--- config.mk ---
export PLATFORM = sky130hd
export DESIGN_NAME = tetris_move_sched
export DESIGN_NICKNAME = d
export VERILOG_FILES = /design/src/rtl/tetris_pkg.sv /design/src/rtl/move_req_arbiter.sv /design/src/rtl/tetris_move_sched.sv
export SDC_FILE = /design/constraint.sdc
export NUM_CORES = 1
export LEC_CHECK = 0
export CORE_MARGIN = 2
export CORE_UTILIZATION = 25
export DETAILED_ROUTE_END_ITERATION = 8
export MAX_ROUTING_LAYER = met4
export PLACE_DENSITY = 0.52
export SETUP_SLACK_MARGIN = 0.02
export SLEW_MARGIN = 25
export SYNTH_ARGS = -nofsm -noshare
export SYNTH_HDL_FRONTEND = slang
export SYNTH_SLANG_ARGS = --single-unit
--- constraint.sdc ---
create_clock -name clock -period 3.25 [get_ports clock]
set_clock_uncertainty 0.05 [all_clocks]
set_input_delay 0.65 -clock clock [delete_from_list [all_inputs] [get_ports clock]]
set_output_delay 0.65 -clock clock [all_outputs]
set_load 0.02 [all_outputs]
--- src/rtl/tetris_pkg.sv ---
`default_nettype none
// ============================================================================
//  Module      : tetris_pkg
//  Description : Shared types and widths for the Tetris move scheduler:
//                FSM state encoding, request source tags and field widths.
//  Revision    : 1.0 - initial release
// ============================================================================
package tetris_pkg;

    localparam int ROW_W = 5;
    localparam int COL_W = 5;
    localparam int ROT_W = 2;
    localparam int N_SRC = 5;

    typedef enum logic [2:0] {
        ST_IDLE     = 3'd0,
        ST_CHECK    = 3'd1,
        ST_LOCK     = 3'd2,
        ST_SPAWN    = 3'd3,
        ST_GAMEOVER = 3'd4
    } state_t;

    // Pending-flag index equals the tag value for the five input sources.
    typedef enum logic [2:0] {
        SRC_GRAV  = 3'd0,
        SRC_ROT   = 3'd1,
        SRC_LEFT  = 3'd2,
        SRC_RIGHT = 3'd3,
        SRC_DOWN  = 3'd4,
        SRC_SPAWN = 3'd5
    } src_t;

    // One-hot pending-flag mask for a source; the spawn tag owns no flag.
    function automatic logic [N_SRC-1:0] src_mask(input src_t s);
        logic [N_SRC-1:0] m;
        m = '0;
        case (s)
            SRC_GRAV:  m[0] = 1'b1;
            SRC_ROT:   m[1] = 1'b1;
            SRC_LEFT:  m[2] = 1'b1;
            SRC_RIGHT: m[3] = 1'b1;
            SRC_DOWN:  m[4] = 1'b1;
            default:   m    = '0;
        endcase
        return m;
    endfunction

endpackage
`default_nettype wire

--- src/rtl/move_req_arbiter.sv ---
`default_nettype none
// ============================================================================
//  Module      : move_req_arbiter
//  Description : Sticky pending flags for gravity/rotate/left/right/down with
//                fixed-priority winner select and per-source clear.
//  Revision    : 1.0 - initial release
// ============================================================================
module move_req_arbiter
    import tetris_pkg::*;
(
    input  logic             clock,
    input  logic             resetn,
    input  logic [N_SRC-1:0] req_pulse,
    input  logic             req_block,
    input  logic [N_SRC-1:0] clr_one,
    input  logic             clr_all,
    output logic             any_pending,
    output src_t             win_src
);

    logic [N_SRC-1:0] r_pend;
    logic [N_SRC-1:0] w_set;
    logic [N_SRC-1:0] w_clr;

    // Set and clear masks; pulses are dropped while blocked (game over).
    always_comb begin
        w_set = req_block ? '0 : req_pulse;
        w_clr = clr_all ? '1 : clr_one;
    end

    // Clear first, then OR in new pulses so a coincident set survives.
    always_ff @(posedge clock or negedge resetn) begin
        if (!resetn) begin
            r_pend <= '0;
        end else begin
            r_pend <= (r_pend & ~w_clr) | w_set;
        end
    end

    // Fixed priority: gravity > rotate > left > right > down.
    always_comb begin
        any_pending = |r_pend;
        win_src     = SRC_GRAV;
        if (r_pend[0])      win_src = SRC_GRAV;
        else if (r_pend[1]) win_src = SRC_ROT;
        else if (r_pend[2]) win_src = SRC_LEFT;
        else if (r_pend[3]) win_src = SRC_RIGHT;
        else if (r_pend[4]) win_src = SRC_DOWN;
    end

endmodule
`default_nettype wire

--- src/rtl/tetris_move_sched.sv ---
`default_nettype none
// ============================================================================
//  Module      : tetris_move_sched
//  Description : Serialises move requests onto the shared collision-check
//                port, commits accepted moves and sequences lock, respawn
//                and game-over for the active falling piece.
//  Revision    : 1.0 - initial release
// ============================================================================
module tetris_move_sched
    import tetris_pkg::*;
#(
    parameter int COLS        = 20,
    parameter int ROWS        = 20,
    parameter int SPAWN_COL   = 8,
    parameter int CHK_TIMEOUT = 64
) (
    input  logic             clock,
    input  logic             resetn,
    input  logic             key_left,
    input  logic             key_right,
    input  logic             key_rotate,
    input  logic             key_down,
    input  logic             tick_gravity,
    output logic             chk_req,
    output logic [ROW_W-1:0] chk_row,
    output logic [COL_W-1:0] chk_col,
    output logic [ROT_W-1:0] chk_rot,
    input  logic             chk_done,
    input  logic             chk_ok,
    output logic             lock_req,
    input  logic             lock_done,
    output logic [ROW_W-1:0] piece_row,
    output logic [COL_W-1:0] piece_col,
    output logic [ROT_W-1:0] piece_rot,
    output logic             busy,
    output logic             game_over,
    output logic             chk_err
);

    localparam int c_ROW_X = ROW_W + 1;
    localparam int c_COL_X = COL_W + 1;
    localparam int c_TMO_W = $clog2(CHK_TIMEOUT + 1);
    localparam logic [c_TMO_W-1:0] c_TMO_LAST = c_TMO_W'(CHK_TIMEOUT - 1);

    state_t             r_state;
    state_t             w_state_nxt;
    src_t               r_src;
    logic [c_TMO_W-1:0] r_tmo;
    logic [ROW_W-1:0]   r_chk_row;
    logic [COL_W-1:0]   r_chk_col;
    logic [ROT_W-1:0]   r_chk_rot;
    logic [ROW_W-1:0]   r_piece_row;
    logic [COL_W-1:0]   r_piece_col;
    logic [ROT_W-1:0]   r_piece_rot;
    logic               r_chk_err;

    logic               w_any;
    src_t               w_win;
    logic [N_SRC-1:0]   w_clr_one;
    logic               w_clr_all;
    logic [ROW_W:0]     w_cand_row;
    logic [COL_W:0]     w_cand_col;
    logic [ROT_W-1:0]   w_cand_rot;
    logic               w_cand_oob;
    logic               w_issue;
    logic               w_spawn;
    logic               w_commit;
    logic               w_tmo_hit;

    move_req_arbiter u_arb (
        .clock       (clock),
        .resetn      (resetn),
        .req_pulse   ({key_down, key_right, key_left, key_rotate, tick_gravity}),
        .req_block   (r_state == ST_GAMEOVER),
        .clr_one     (w_clr_one),
        .clr_all     (w_clr_all),
        .any_pending (w_any),
        .win_src     (w_win)
    );

    // Candidate one step away from the committed piece, one bit wider so
    // that a left move from column 0 wraps high and fails the bound test.
    always_comb begin
        w_cand_row = {1'b0, r_piece_row};
        w_cand_col = {1'b0, r_piece_col};
        w_cand_rot = r_piece_rot;
        case (w_win)
            SRC_GRAV, SRC_DOWN: w_cand_row = {1'b0, r_piece_row} + c_ROW_X'(1);
            SRC_ROT:            w_cand_rot = r_piece_rot + ROT_W'(1);
            SRC_LEFT:           w_cand_col = {1'b0, r_piece_col} - c_COL_X'(1);
            SRC_RIGHT:          w_cand_col = {1'b0, r_piece_col} + c_COL_X'(1);
            default:            ;
        endcase
        w_cand_oob = (w_cand_col >= c_COL_X'(COLS)) || (w_cand_row >= c_ROW_X'(ROWS));
    end

    // State register.
    always_ff @(posedge clock or negedge resetn) begin
        if (!resetn) begin
            r_state <= ST_IDLE;
        end else begin
            r_state <= w_state_nxt;
        end
    end

    // Next-state and datapath strobes.
    always_comb begin
        w_state_nxt = r_state;
        w_clr_one   = '0;
        w_clr_all   = 1'b0;
        w_issue     = 1'b0;
        w_spawn     = 1'b0;
        w_commit    = 1'b0;
        w_tmo_hit   = 1'b0;
        case (r_state)
            ST_IDLE: begin
                if (w_any) begin
                    if (w_cand_oob) begin
                        if (w_win == SRC_GRAV || w_win == SRC_DOWN) begin
                            w_state_nxt = ST_LOCK;
                            w_clr_all   = 1'b1;
                        end else begin
                            w_clr_one = src_mask(w_win);
                        end
                    end else begin
                        w_issue     = 1'b1;
                        w_state_nxt = ST_CHECK;
                    end
                end
            end
            ST_CHECK: begin
                w_tmo_hit = !chk_done && (r_tmo == c_TMO_LAST);
                if (chk_done || w_tmo_hit) begin
                    w_clr_one = src_mask(r_src);
                    if (chk_done && chk_ok) begin
                        w_commit    = 1'b1;
                        w_state_nxt = ST_IDLE;
                    end else if (r_src == SRC_SPAWN) begin
                        w_state_nxt = ST_GAMEOVER;
                    end else if (r_src == SRC_GRAV || r_src == SRC_DOWN) begin
                        w_state_nxt = ST_LOCK;
                        w_clr_all   = 1'b1;
                    end else begin
                        w_state_nxt = ST_IDLE;
                    end
                end
            end
            ST_LOCK: begin
                if (lock_done) begin
                    w_state_nxt = ST_SPAWN;
                end
            end
            ST_SPAWN: begin
                w_spawn     = 1'b1;
                w_state_nxt = ST_CHECK;
            end
            ST_GAMEOVER: ;
            default: w_state_nxt = ST_IDLE;
        endcase
    end

    // Candidate, committed piece, check timer and sticky error.
    always_ff @(posedge clock or negedge resetn) begin
        if (!resetn) begin
            r_src       <= SRC_GRAV;
            r_tmo       <= '0;
            r_chk_row   <= '0;
            r_chk_col   <= '0;
            r_chk_rot   <= '0;
            r_piece_row <= '0;
            r_piece_col <= COL_W'(SPAWN_COL);
            r_piece_rot <= '0;
            r_chk_err   <= 1'b0;
        end else begin
            r_tmo <= (r_state == ST_CHECK) ? r_tmo + c_TMO_W'(1) : '0;
            if (w_tmo_hit) begin
                r_chk_err <= 1'b1;
            end
            if (w_issue) begin
                r_chk_row <= w_cand_row[ROW_W-1:0];
                r_chk_col <= w_cand_col[COL_W-1:0];
                r_chk_rot <= w_cand_rot;
                r_src     <= w_win;
            end
            if (w_spawn) begin
                r_chk_row   <= '0;
                r_chk_col   <= COL_W'(SPAWN_COL);
                r_chk_rot   <= '0;
                r_piece_row <= '0;
                r_piece_col <= COL_W'(SPAWN_COL);
                r_piece_rot <= '0;
                r_src       <= SRC_SPAWN;
            end
            if (w_commit) begin
                r_piece_row <= r_chk_row;
                r_piece_col <= r_chk_col;
                r_piece_rot <= r_chk_rot;
            end
        end
    end

    assign chk_req   = (r_state == ST_CHECK);
    assign lock_req  = (r_state == ST_LOCK);
    assign busy      = (r_state != ST_IDLE);
    assign game_over = (r_state == ST_GAMEOVER);
    assign chk_err   = r_chk_err;
    assign chk_row   = r_chk_row;
    assign chk_col   = r_chk_col;
    assign chk_rot   = r_chk_rot;
    assign piece_row = r_piece_row;
    assign piece_col = r_piece_col;
    assign piece_rot = r_piece_rot;

endmodule
`default_nettype wire

==> results.toml <==
[floorplan]
initial_core_util = 0.258
die_height_um = 102
die_area_um2 = 10400
num_rows = 35
fp.dieW_um = 102
coreArea_um2 = 9280
io_pins = 39

[sta]
tightest_slew_ns = 0.575
min_period_over_period = 0.916
fin_crit_ns = 2.98
maxSlewViolCount = 0
slew_headroom = 0.616
rsz0062_at_grt = "no"
hold_violations = 0
fin_tns_setup_ns = 0
fmax_mhz = 336
final-setup-viol-count = 0

[placement]
postPlaceCellArea_um2 = 2960
hpwl_um = 4450
io_buffer_count = 38
place_congestion = 0.837

[cts]
post-cts-setup-buffers = 0
cts_resized = 0
cts.sinks = 43
numCtsBuffers = 5
htree_levels = 2
cts_buffer_depth = 2
clockRootBuffer = "clkbuf_8"
clk_latency_ns = 0.30
cts_tree = "done"
clk_pin_slew_worst_paths_ns = 0.09
postCtsHoldBufs = 0

[grt]
track_usage = 0.129
grt_pass1_wl_um = 10200
first_global_vias = 2034
antenna_found_initial = 0
grt.overflow.total = 0
grt_max_degree = 44

[worst_setup_path]
rrSetupSlack_ns = 0.27
critPathMaxFanout = 9
start_kind = "flop"
worst_ep_required_time_ns = 3.38
end_kind = "flop"
path_class = "flop to flop"
r2r_end = "chk_rot[0]$_DFFE_PN0P_"
regToRegStartpoint = "u_arb.r_pend[2]$_DFF_PN0_"
reg2reg_depth = 10
cp.arrival_ns = 3.10

[min_path]
hp-class = "primary input to async pin"

[logic_synthesis]
ys.flop_type = "dfrtp_1"
synth_cell_types = 47
syn_area_per_cell_um2 = 9.35
ys.warnings.count = 0
async_flop_share = 1.00
syn_nets = 273
synth_area_leaders = "dfrtp_1, nand2_1, mux2i_1"
synth_edf_count = 0
synth.top_cell.area_share = 0.439
ys_ff_latch = 43
yosysSeqAreaShare = 0.450
syn-cell-area_um2 = 2390
syn_inst = 256
yosys.area.top_type = "dfrtp_1"

[finish]
final_area_um2 = 3070
area.growth.synth_to_final_pct = 28.2
drive_gt1_frac = 0.0825
diodes = 0
nets = 319
n_fill_cell = 995

[drt]
wl_um = 6100
post_drt_wl_per_cell_um = 14.1
routed_via_density = 4.65
drtPass1Iterations = 4
via_count = 2008
post-route-drc-count = 0
drt_iter0_drc = 63
ant_nets = 0

[power_and_ir_drop]
p_per_area_nw_per_um2 = 684
peakVddDrop_v = 0.000237
leakagePower_nw = 1.32

[status]
status = "finished clean"

[job]
max_cap_violations = 0
==> how the worst max path moves through the flow <==
| stage | slack (ns) | startpoint | to | cells past startpoint |
|---|---|---|---|---|
| after CTS | 0.24 | u_arb.r_pend[2]$_DFF_PN0_ | chk_rot[0]$_DFFE_PN0P_ | 10 |
| after floorplan | 0.44 | u_arb.r_pend[0]$_DFF_PN0_ | r_src[1]$_DFFE_PN0P_ | 11 |
| after global placement | 0.32 | u_arb.r_pend[2]$_DFF_PN0_ | chk_col[3]$_DFFE_PN0P_ | 10 |
| after global routing | 0.01 | u_arb.r_pend[2]$_DFF_PN0_ | r_state[0]$_DFFE_PN0P_ | 9 |
| after detailed placement | 0.27 | u_arb.r_pend[2]$_DFF_PN0_ | chk_rot[0]$_DFFE_PN0P_ | 10 |
| final | 0.27 | u_arb.r_pend[2]$_DFF_PN0_ | chk_rot[0]$_DFFE_PN0P_ | 10 |
==> area by class of cell <==
| type | instances | area (um2) | area share |
|---|---|---|---|
| clock inverters | 1 | 7.51 | 0.00245 |
| multi-input cells | 198 | 1250 | 0.408 |
| well taps | 129 | 161 | 0.0526 |
| flip-flops and latches | 43 | 1080 | 0.351 |
| inverters | 6 | 22.5 | 0.00734 |
| clock buffers | 7 | 96.3 | 0.0314 |
| repair buffers | 48 | 453 | 0.148 |
==> state kept, by name (all words and copies together) (netlist names) <==
signal,count
r_src,3
r_tmo,7
chk_err,1
r_state,3
chk_row,5
chk_rot,2
chk_col,5
piece_row,5
piece_col,5
u_arb.r_pend,5
piece_rot,2
==> placed cells by master, fill, tap and decap left out, types with 3 or more instances in the layout <==
cell type | netlist | layout
mux2i_1 | 19 | 19
nor2_1 | 22 | 22
a21oi_1 | 6 | 6
ha_1 | 6 | 6
nor3_1 | 6 | 6
nor2b_1 | 3 | 3
nand2_1 | 52 | 52
a211oi_1 | 3 | 3
o31ai_1 | 3 | 3
nand3_1 | 3 | 3
clkbuf_8 | 0 | 7
o2111ai_1 | 3 | 3
and3_1 | 4 | 4
dfrtp_1 | 42 | 42
a32oi_1 | 3 | 3
o21ai_0 | 22 | 22
clkdlybuf4s50_1 | 0 | 37
xnor2_1 | 6 | 6
xor2_1 | 6 | 6
buf_4 | 0 | 11
inv_1 | 6 | 6
==> kinds of logic after synthesis <==
group	Yosys count	share of synthesized area
flip-flops	43	0.450
buffers and inverters	15	0.0277
AND/OR/NAND/NOR	101	0.188
adder cells (fa/ha/maj)	7	0.0397
multiplexers	19	0.0794
XOR/XNOR	12	0.0439
AO/OA/AOI/OAI	59	0.172
==> critical path, cell delays in order, from the launching register on <==
cell and delay [ns]:
dfrtp_1 0.39, nor2b_1 0.18, nand2_1 0.21, ha_1 0.35
a21o_1 0.21, a211oi_1 0.29, o211ai_1 0.18, a311oi_4 0.49
nand2_4 0.18, buf_4 0.21, mux2i_1 0.12
==> synthesized netlist by cell type, types with 2 or more instances <==
library cell and n:
a211oi_1 3, a21o_1 2, a21oi_1 6, a32oi_1 3, and2_1 2, and3_1 4, buf_2 2, clkbuf_1 6
dfrtp_1 42, ha_1 6, inv_1 6, mux2i_1 19, nand2_1 52, nand3_1 3, nor2_1 22, nor2b_1 3
nor3_1 6, o2111ai_1 3, o211a_1 2, o211ai_1 2, o21ai_0 22, o21ai_1 2, o31ai_1 3, or3_1 2
xnor2_1 6, xor2_1 6
==> metal layers <==
metal | part of all wire | GRT usage | vias up
met1 | 0.49 | 0.177 | 957
li1 | - | - | 996
met4 | 0.0041 | 0.0267 | 0
met2 | 0.46 | 0.199 | 53
met5 | 0 | - | -
met3 | 0.047 | 0.0239 | 2
==> report_power, final <==
group / leakage [nW] / switching [mW] / internal [mW]
clock: 0.0505 / 0.197 / 0.194
combinational: 0.719 / 0.536 / 0.407
sequential: 0.550 / 0.122 / 0.643
total: 1.32 / 0.855 / 1.24
==> stage by stage <==
stage	power (mW)	worst slack [ns]	std cells	hold slack, ns	util
2_1_floorplan	1.39	0.438	256	0.304	-
3_3_place_gp	1.72	0.321	423	0.395	0.318
3_5_place_dp	1.72	0.267	423	0.402	0.318
4_1_cts	2.12	0.239	431	0.415	0.330
5_1_grt	2.27	0.0102	432	0.332	0.331
6_report	2.10	0.274	432	0.299	0.331
(Power assumes the default switching activity.)
